[src/rtl/boot_pkg.sv]
// Shared definitions for the UART boot loader: FSM state encoding,
// protocol byte values and header field positions within a frame.
package boot_pkg;

    typedef enum logic [2:0] {
        ST_IDLE  = 3'd0,
        ST_HDR   = 3'd1,
        ST_DATA  = 3'd2,
        ST_CSUM  = 3'd3,
        ST_RESP  = 3'd4,
        ST_DRAIN = 3'd5,
        ST_DONE  = 3'd6
    } boot_state_e;

    localparam logic [7:0] SYNC_BYTE = 8'hA5;
    localparam logic [7:0] ACK_BYTE  = 8'h06;
    localparam logic [7:0] NAK_BYTE  = 8'h15;

    // Position of each header byte after the sync byte.
    localparam logic [1:0] HDR_ADDR_HI = 2'd0;
    localparam logic [1:0] HDR_ADDR_LO = 2'd1;
    localparam logic [1:0] HDR_LEN_HI  = 2'd2;
    localparam logic [1:0] HDR_LEN_LO  = 2'd3;

endpackage

[src/rtl/boot_rx_timer.sv]
// Inter-byte idle timer for the boot loader.
// Ports:
//   clk, rst   - clock, synchronous active-high reset
//   clear      - received byte this cycle; restarts the count
//   enable     - states in which silence is timed
//   expired_c  - pulses on the TIMEOUT_CYCLES-th consecutive idle enabled cycle
module boot_rx_timer #(
    parameter int unsigned TIMEOUT_CYCLES = 1_000_000
) (
    input  logic clk,
    input  logic rst,
    input  logic clear,
    input  logic enable,
    output logic expired_c
);

    localparam int unsigned CNT_W = $clog2(TIMEOUT_CYCLES + 1);
    localparam logic [CNT_W-1:0] LAST_IDLE = CNT_W'(TIMEOUT_CYCLES - 1);

    logic [CNT_W-1:0] count_q;

    // A byte in the final idle cycle wins over the timeout.
    assign expired_c = enable && !clear && (count_q == LAST_IDLE);

    // Count holds the number of idle cycles already elapsed.
    always_ff @(posedge clk) begin
        if (rst) begin
            count_q <= '0;
        end else if (clear || !enable || expired_c) begin
            count_q <= '0;
        end else begin
            count_q <= count_q + CNT_W'(1);
        end
    end

endmodule

[src/rtl/uart_boot_loader.sv]
// Serial boot loader: receives a framed image from the SPART, writes it to
// memory as 16-bit words, checks the checksum, answers ACK/NAK and releases
// the CPU at the image start address after a good load.
// Ports:
//   clk, rst                  - clock, synchronous active-high reset
//   rx_valid, rx_data         - received byte strobe and value
//   tx_full, tx_send, tx_data - transmit back-pressure, strobe and byte
//   mem_we, mem_addr,
//   mem_wdata, mem_ack        - word write port, request held until ack
//   cpu_hold, boot_pc,
//   boot_done                 - CPU reset hold, start address, release pulse
module uart_boot_loader #(
    parameter logic [15:0] RESERVED       = 16'h0100,
    parameter int unsigned TIMEOUT_CYCLES = 1_000_000
) (
    input  logic        clk,
    input  logic        rst,
    input  logic        rx_valid,
    input  logic [7:0]  rx_data,
    input  logic        tx_full,
    output logic        tx_send,
    output logic [7:0]  tx_data,
    output logic        mem_we,
    output logic [15:0] mem_addr,
    output logic [15:0] mem_wdata,
    input  logic        mem_ack,
    output logic        cpu_hold,
    output logic [15:0] boot_pc,
    output logic        boot_done
);

    import boot_pkg::*;

    localparam int unsigned CNT_W  = 17;
    localparam int unsigned WORD_W = 16;

    boot_state_e       state_q, state_d;
    logic [CNT_W-1:0]  cnt_q, cnt_d;
    logic [7:0]        csum_q, csum_d;
    logic [WORD_W-1:0] addr_q, addr_d;
    logic [WORD_W-1:0] len_q, len_d;
    logic [WORD_W-1:0] ptr_q, ptr_d;
    logic [7:0]        hi_q, hi_d;
    logic [7:0]        resp_q, resp_d;
    logic              mem_we_q, mem_we_d;
    logic [WORD_W-1:0] mem_addr_q, mem_addr_d;
    logic [WORD_W-1:0] mem_wdata_q, mem_wdata_d;
    logic              tx_send_q, tx_send_d;
    logic [7:0]        tx_data_q, tx_data_d;
    logic              cpu_hold_q, cpu_hold_d;
    logic [WORD_W-1:0] boot_pc_q, boot_pc_d;
    logic              boot_done_q, boot_done_d;

    logic              timer_en_c;
    logic              timeout_c;
    logic              ack_c;
    logic [WORD_W-1:0] ptr_adv_c;
    logic [WORD_W-1:0] len_new_c;
    logic [CNT_W-1:0]  end_addr_c;
    logic              hdr_bad_c;

    assign timer_en_c = (state_q == ST_HDR) || (state_q == ST_DATA) ||
                        (state_q == ST_CSUM) || (state_q == ST_DRAIN);

    boot_rx_timer #(
        .TIMEOUT_CYCLES (TIMEOUT_CYCLES)
    ) u_rx_timer (
        .clk       (clk),
        .rst       (rst),
        .clear     (rx_valid),
        .enable    (timer_en_c),
        .expired_c (timeout_c)
    );

    // Pointer value after any acknowledge this cycle, so a word completing
    // together with an ack lands at the following address.
    assign ack_c     = mem_we_q && mem_ack;
    assign ptr_adv_c = ack_c ? ptr_q + WORD_W'(1) : ptr_q;

    // Header check on the final header byte; end address in 17 bits.
    assign len_new_c  = {len_q[15:8], rx_data};
    assign end_addr_c = CNT_W'(addr_q) + CNT_W'(len_new_c) - CNT_W'(1);
    assign hdr_bad_c  = (addr_q < RESERVED) || (len_new_c == '0) ||
                        (end_addr_c > CNT_W'(17'h0FFFF));

    // State and datapath registers.
    always_ff @(posedge clk) begin
        if (rst) begin
            state_q     <= ST_IDLE;
            cnt_q       <= '0;
            csum_q      <= '0;
            addr_q      <= '0;
            len_q       <= '0;
            ptr_q       <= '0;
            hi_q        <= '0;
            resp_q      <= '0;
            mem_we_q    <= 1'b0;
            mem_addr_q  <= '0;
            mem_wdata_q <= '0;
            tx_send_q   <= 1'b0;
            tx_data_q   <= '0;
            cpu_hold_q  <= 1'b1;
            boot_pc_q   <= '0;
            boot_done_q <= 1'b0;
        end else begin
            state_q     <= state_d;
            cnt_q       <= cnt_d;
            csum_q      <= csum_d;
            addr_q      <= addr_d;
            len_q       <= len_d;
            ptr_q       <= ptr_d;
            hi_q        <= hi_d;
            resp_q      <= resp_d;
            mem_we_q    <= mem_we_d;
            mem_addr_q  <= mem_addr_d;
            mem_wdata_q <= mem_wdata_d;
            tx_send_q   <= tx_send_d;
            tx_data_q   <= tx_data_d;
            cpu_hold_q  <= cpu_hold_d;
            boot_pc_q   <= boot_pc_d;
            boot_done_q <= boot_done_d;
        end
    end

    // Next-state and next-output logic.
    always_comb begin
        state_d     = state_q;
        cnt_d       = cnt_q;
        csum_d      = csum_q;
        addr_d      = addr_q;
        len_d       = len_q;
        ptr_d       = ptr_q;
        hi_d        = hi_q;
        resp_d      = resp_q;
        mem_we_d    = mem_we_q;
        mem_addr_d  = mem_addr_q;
        mem_wdata_d = mem_wdata_q;
        tx_send_d   = 1'b0;
        tx_data_d   = tx_data_q;
        cpu_hold_d  = cpu_hold_q;
        boot_pc_d   = boot_pc_q;
        boot_done_d = 1'b0;

        // A pending write retires in whatever state the FSM is in.
        if (ack_c) begin
            mem_we_d = 1'b0;
            ptr_d    = ptr_q + WORD_W'(1);
        end

        case (state_q)
            ST_IDLE: begin
                if (rx_valid && (rx_data == SYNC_BYTE)) begin
                    state_d = ST_HDR;
                    csum_d  = '0;
                    cnt_d   = '0;
                end
            end

            ST_HDR: begin
                if (rx_valid) begin
                    csum_d = csum_q + rx_data;
                    cnt_d  = cnt_q + CNT_W'(1);
                    case (cnt_q[1:0])
                        HDR_ADDR_HI: addr_d = {rx_data, addr_q[7:0]};
                        HDR_ADDR_LO: addr_d = {addr_q[15:8], rx_data};
                        HDR_LEN_HI:  len_d  = {rx_data, len_q[7:0]};
                        HDR_LEN_LO: begin
                            len_d   = len_new_c;
                            cnt_d   = '0;
                            ptr_d   = addr_q;
                            state_d = hdr_bad_c ? ST_DRAIN : ST_DATA;
                        end
                        default: ;
                    endcase
                end else if (timeout_c) begin
                    resp_d  = NAK_BYTE;
                    state_d = ST_RESP;
                end
            end

            ST_DATA: begin
                if (rx_valid) begin
                    csum_d = csum_q + rx_data;
                    cnt_d  = cnt_q + CNT_W'(1);
                    if (!cnt_q[0]) begin
                        hi_d = rx_data;
                    end else if (mem_we_q && !mem_ack) begin
                        state_d = ST_DRAIN;
                    end else begin
                        mem_we_d    = 1'b1;
                        mem_addr_d  = ptr_adv_c;
                        mem_wdata_d = {hi_q, rx_data};
                    end
                    if ((state_d == ST_DATA) && (cnt_d == {len_q, 1'b0})) begin
                        state_d = ST_CSUM;
                    end
                end else if (timeout_c) begin
                    resp_d  = NAK_BYTE;
                    state_d = ST_RESP;
                end
            end

            ST_CSUM: begin
                if (rx_valid) begin
                    resp_d  = (rx_data == csum_q) ? ACK_BYTE : NAK_BYTE;
                    state_d = ST_RESP;
                end else if (timeout_c) begin
                    resp_d  = NAK_BYTE;
                    state_d = ST_RESP;
                end
            end

            ST_RESP: begin
                if (!mem_we_q && !tx_full) begin
                    tx_send_d = 1'b1;
                    tx_data_d = resp_q;
                    state_d   = (resp_q == ACK_BYTE) ? ST_DONE : ST_IDLE;
                end
            end

            ST_DRAIN: begin
                if (timeout_c) begin
                    resp_d  = NAK_BYTE;
                    state_d = ST_RESP;
                end
            end

            ST_DONE: begin
                cpu_hold_d  = 1'b0;
                boot_pc_d   = addr_q;
                boot_done_d = cpu_hold_q;
            end

            default: state_d = ST_IDLE;
        endcase
    end

    assign tx_send   = tx_send_q;
    assign tx_data   = tx_data_q;
    assign mem_we    = mem_we_q;
    assign mem_addr  = mem_addr_q;
    assign mem_wdata = mem_wdata_q;
    assign cpu_hold  = cpu_hold_q;
    assign boot_pc   = boot_pc_q;
    assign boot_done = boot_done_q;

endmodule
[config.mk]
export PLATFORM = sky130hd
export DESIGN_NAME = uart_boot_loader
export DESIGN_NICKNAME = d
export VERILOG_FILES = /design/src/rtl/boot_pkg.sv /design/src/rtl/boot_rx_timer.sv /design/src/rtl/uart_boot_loader.sv
export SDC_FILE = /design/constraint.sdc
export NUM_CORES = 1
export LEC_CHECK = 0
export CORE_ASPECT_RATIO = 1.25
export CORE_MARGIN = 2
export CORE_UTILIZATION = 50
export CTS_CLUSTER_DIAMETER = 60
export CTS_CLUSTER_SIZE = 8
export DETAILED_ROUTE_END_ITERATION = 8
export PLACE_DENSITY_LB_ADDON = 0.15
export SKIP_CTS_REPAIR_TIMING = 1
export SYNTH_ARGS = -nofsm -noshare
export SYNTH_HDL_FRONTEND = slang
export SYNTH_SLANG_ARGS = --single-unit
[constraint.sdc]
create_clock -name clk -period 3.1 [get_ports clk]
set_clock_uncertainty 0.15 [all_clocks]
set_input_delay 0.465 -clock clk [delete_from_list [all_inputs] [get_ports clk]]
set_output_delay 0.465 -clock clk [all_outputs]
set_load 0.05 [all_outputs]
Word-level counts from Yosys, hierarchy flattened
Cells that the tools add are included.

Word-level logic and storage cells: 137. Input port bits: 13. Output and inout port bits: 60. Register bits after elaboration: 172.

Magnitude comparators: 2. $add $sub $neg: 6. Bitwise gates (word level): 8. Multiplexer cells: 40. Equal/unequal tests: 22. Reductions and logical operators: 40.

Operators by type and width (number): $mux 17 (4); $mux 16 (4); $pmux 16 s2 (2); $pmux 17 s3 (1); $mux 3 (14); $mux 8 (5); $reduce_and 4->1 (7); $pmux 8 s3 (1); $pmux 3 s7 (1); $add 20x1->20 const B (1); $eq 20x20->1 const B (1); $add 16x16->17 (1); $add 17x1->17 const B (1); $eq 17x17->1 (1); $gt 17x16->1 const B (1); $sub 17x1->17 const B (1); $add 16x1->16 const B (1); $logic_not 16->1 (1); $lt 16x9->1 const B (1); $pmux 8 s2 (1); $ne 2x2->1 const B (5); $eq 3x2->1 const B (3); $eq 3x3->1 const B (3); $add 8x8->8 (1); 21 further kinds (56).

Logic depth before layout (Yosys ltp)
Word-level depth: 11. Mapped depth: 12. Mapped depth without buffers: 11.

Cells and area by module
Synthesis repeated with hierarchy kept, for this count alone.

Cell total of the unflattened synthesis: 1131. Area total of the unflattened synthesis: 8794.7 um2.

By module, submodules not included: uart_boot_loader (times used 1, seq. area each 3042.9 um2, area an instance 7860.0 um2, cells an instance 1024); boot_rx_timer (times used 1, seq. area each 400.4 um2, area an instance 934.6 um2, cells an instance 107).

Worst setup path after synthesis
OpenSTA, ideal clock, no wires.

Kind: input to register. Start point: input rx_data[7]. End point: register state_q[2]. Arrival time: 2.375 ns. Buffers on the path: 1. Library setup time: 0.116 ns. Path slack: 0.459 ns. Cell stages on the path: 12. Data required time: 2.834 ns. Path through: clkbuf_1 inv_1 ha_1 inv_1 ha_1 nand4_1 a21oi_1 nor4_1 o21bai_1 mux2i_1 o21ai_1 a31o_1.

Longest elaborated chain between the ends: 8. Elaborated cells on any way between the ends: 14. Classes of those cells: add/sub (2); order compare (1); eq/ne (2); mux (4); reduce/logical (5).

Ends and longest elaborated chain: from (decl) (line uart_boot_loader.sv:19) `input logic [7:0] rx_data,`; $add 16x16->17 (line uart_boot_loader.sv:82) `assign end_addr_c = CNT_W'(addr_q) + CNT_W'(len_new_c) - CNT_W'(1);`; $sub 17x1->17 (line uart_boot_loader.sv:82); $gt 17x16->1 (line uart_boot_loader.sv:84) `(end_addr_c > CNT_W'(17'h0FFFF));`; $logic_or 1x1->1 (line uart_boot_loader.sv:83) `assign hdr_bad_c = (addr_q < RESERVED) || (len_new_c == '0) ||`; $mux 3 (line uart_boot_loader.sv:171) `state_d = hdr_bad_c ? ST_DRAIN : ST_DATA;`; $mux 3 (line uart_boot_loader.sv:163) `case (cnt_q[1:0])`; $mux 3 (line uart_boot_loader.sv:160) `if (rx_valid) begin`; $pmux 3 s7 (line uart_boot_loader.sv:150) `case (state_q)`; to (signal assigned) (line uart_boot_loader.sv:106) `state_q <= state_d;`; to (decl) (line uart_boot_loader.sv:37) `boot_state_e state_q, state_d;`.

Parallel ways exist; a longest one is shown, timed or not. The select of a mux whose other input is x is not followed. A chain may end at the register's enable or synchronous reset.

Worst setup path after layout
Start point: register addr_q[15]. End point: register state_q[0].

Longest elaborated chain between the ends: 8. Elaborated cells on any way between the ends: 10. Classes of those cells: add/sub (2); order compare (2); mux (4); reduce/logical (2).

Ends and longest elaborated chain: from (decl) (line uart_boot_loader.sv:40) `logic [WORD_W-1:0] addr_q, addr_d;`; from (signal assigned) (line uart_boot_loader.sv:109) `addr_q <= addr_d;`; $add 16x16->17 (line uart_boot_loader.sv:82); $sub 17x1->17 (line uart_boot_loader.sv:82); $gt 17x16->1 (line uart_boot_loader.sv:84); $logic_or 1x1->1 (*) (line uart_boot_loader.sv:83); $mux 3 (*) (line uart_boot_loader.sv:171); $mux 3 (*) (line uart_boot_loader.sv:163); $mux 3 (*) (line uart_boot_loader.sv:160); $pmux 3 s7 (*) (line uart_boot_loader.sv:150).

Mark *: on every way between the ends. The rest lies on a longest branch, timed or not. The select of a mux whose other input is x is not followed.

==> impl_results.md <==
* Status: finished clean
* Slew at the pin with the worst max-slew slack at 0.644 ns
* Power, Total at 4.42 mW
* Dpl cell area at 9720 um^2
* Post-Synth Simple-Gate Area at 24.9%
* Grt total ovfl at 0
* Final GP Congestion at 0.880
* Relative slew slack at 57.0%
* Leakage at 3.79 nW
* Final slew viol count at 0
* Routed WL per cell at 15.4 um
* Type of the worst min-delay path: reg -> reg
* Compound-Gate Fraction of Synth Area at 15.1%
* Worst-path fanout max at 5
* Initial antenna violation count at 0
* Final hold vios at 0
* Max Fclk at 364 MHz
* DRC Markers at 0
* Power share of the combinational group at 3.8%
* Util after Layout at 61.0%
* Clk buf depth at 2
* Area growth syn-to-layout at 19.1%
* P_int at 3.41 mW
* Sequential fraction of the synthesis area at 39.9%
* Mux share of post-synthesis cell area at 0.232%
* Routed vias at 7636
* DR iter-0 viols at 579
* CTS Sinks at 172
* # IOs at 73
* GRT Util Overall at 24.4%
* MaxCap Viol Count at 0
* CTS tree: done
* Net count, final at 1226
* Total routed wirelength at 21500 um
* Die Y at 151 um
* Largest net degree at the start of global routing at 115
* Final setup fails at 0
* DR pass1 iterations at 6
* Vias in the first global route at 7160
* Yosys reg bits at 172
* CTS root buf: clkbuf_16
* Syn nets at 1145
* RSZ-0062 raised after global routing: false
* Most common cell after layout, fill and taps aside: dfxtp_1
* Post-synth top flop: dfxtp_1
* CP Data Arrival Time at 2.92 ns
* Critical path type: reg -> reg
* Layout cell share with drive strength beyond 1 at 8.41%
* Switching part of the total at 23.0%
* Detail Placement HPWL at 15600 um
* Diodes inserted at 0
* Final setup margin at 0.352 ns
* Skew-Pair Late Insertion Delay at 0.43 ns
* Design Area, Final at 10300 um^2
* Worst Path Required at 3.28 ns
* IO buf count at 72
* Fillers at 1524
* Crit end category: flop
* Crit start category: flop
* Final TNS setup at 0 ns
* Placement row count at 53
* P_sw at 1.02 mW
* Post-placement setup slack at -0.0618 ns
* Post-Synth Adder-Cell Area at 7.05%
* Post-synth ARST share at 0%
* Die area at 18300 um^2
* Initial Util at 51.2%
* Mapped Avg Cell Area at 7.96 um^2
* Power per standard cell area at 430 nW/um^2
* Clock Power Share at 46.2%
* TritonCTS Buffers at 17
* Final worst-path cycle share at 88.6%
* CTS clk-pin slew, worst paths at 0.07 ns
* Synth unique cells at 63
* Core Region at 16800 um^2
* Commonest non-fill, non-tap cells in the layout: dfxtp_1, nand2_1, a21oi_1
* CTS H-tree depth at 4
* Syn. warnings at 0
* Post-Syn Area at 8630 um^2
* EDFF count, synth at 0
* Post-layout min period at 2.75 ns
* Largest family of logic cells by synthesized area: simple AND/OR/NAND/NOR gates
* Post-synthesis xor/xnor area fraction at 6.39%
* Vias/cell at 5.47
* Die W at 122 um
* First-pass GRT wire length at 35500 um
* Cells after Synth at 1084
* Flop pwr share at 50.0%
* Peak supply drop at 0.327 mV
* Final ANT Viol Nets at 0
[worst max-delay path, cell delays in order, from the launching register on]
cell and delay, ns:
dfxtp_1 0.42, inv_1 0.07, ha_1 0.28, inv_1 0.04, ha_1 0.30, nand4_1 0.15, or3_1 0.44, o21bai_1 0.17
mux2i_1 0.31, o21ai_1 0.13, a31o_1 0.19
[flip-flops by register name, indices dropped and copies added (netlist names)]
register and flops:
ptr_q 16, addr_q 16, state_q 3, tx_data 8, u_rx_timer.count_q 20, cnt_q 17, hi_q 8, mem_wdata 16
mem_we 1, mem_addr 16, tx_send 1, boot_done 1, csum_q 8, len_q 16, resp_q 8, boot_pc 16
cpu_hold 1
[synthesized netlist by cell type (all sizes together) (2+ instances only)]
cell type	number	area share, %
or3	15	1.1
inv	70	3.0
a31o	2	0.20
a22oi	3	0.26
nand4b	3	0.30
nand3	62	3.6
o21ai	35	2.0
nor3b	7	0.72
and2b	2	0.20
mux2i	2	0.23
nand3b	6	0.52
clkbuf	47	2.5
nand2b	5	0.36
and3	11	0.81
and2	10	0.72
a21o	6	0.52
a211oi	33	2.9
a31oi	5	0.36
o21a	3	0.26
nor3	27	1.8
nor2	111	4.9
or2	2	0.14
xor2	30	3.0
ha	47	6.8
buf	13	0.90
a221oi	2	0.41
nand2	144	6.3
nor2b	9	0.65
or4	5	0.52
a21oi	119	6.9
and4	2	0.20
dfxtp	172	40
xnor2	33	3.3
nand4	13	0.94
o21bai	2	0.22
nor4	13	0.94
[through the flow]
stage	hold WS, ns	instances
final	0.305	1397
after global routing	0.318	1397
after CTS	0.297	1397
after detailed placement	0.297	1366
after global placement	0.292	1366
after floorplan	0.276	1084
[metal layers]
layer  track usage, %  up-vias  wire length (um)
met5                0        -                 0
met4             12.1        0               744
met3             3.88       43               918
met2             40.3      187             10200
met1             31.0     3535              9600
li1                 -     3871                 -
[power groups by stage]
stage / Sequential (mW) / Combinational [mW] / Clock (mW)
after floorplan: 2.26 / 0.0821 / 0
after global placement: 2.26 / 0.167 / 0
after detailed placement: 2.26 / 0.166 / 0
after CTS: 2.21 / 0.167 / 2.08
after global routing: 2.21 / 0.183 / 2.17
final: 2.21 / 0.169 / 2.04
[final timing paths]
path                                 from                      end  depth (start not counted)  slack (ns)
hold reg to reg   tx_data[4]$_SDFFE_PP0P_  tx_data[4]$_SDFFE_PP0P_                          2        0.30
setup / recovery  addr_q[15]$_SDFFE_PP0P_  state_q[0]$_SDFFE_PP0P_                         10        0.35
hold / removal    tx_data[4]$_SDFFE_PP0P_  tx_data[4]$_SDFFE_PP0P_                          2        0.30
setup reg to reg  addr_q[15]$_SDFFE_PP0P_  state_q[0]$_SDFFE_PP0P_                         10        0.35
[cells by family (layout without fill, tap and decap cells)]
logic type / count (synthesis) / after routing
AND/OR/NAND/NOR: 449 / 449
AO/OA/AOI/OAI: 220 / 220
flip-flops: 172 / 172
buffers and inverters: 130 / 223
XOR/XNOR: 63 / 63
adder cells (fa/ha/maj): 48 / 48
multiplexers: 2 / 2
[area by class of cell]
class	count	area [um^2]	share of cell area, %
Clock inverter	11	110	1.07
Sequential cell	172	3440	33.5
Inverter	70	263	2.56
Clock buffer	20	447	4.34
Timing Repair Buffer	122	1110	10.8
Multi-Input combinational cell	782	4640	45.1
Tap cell	220	275	2.68
(Power assumes the default switching activity.)
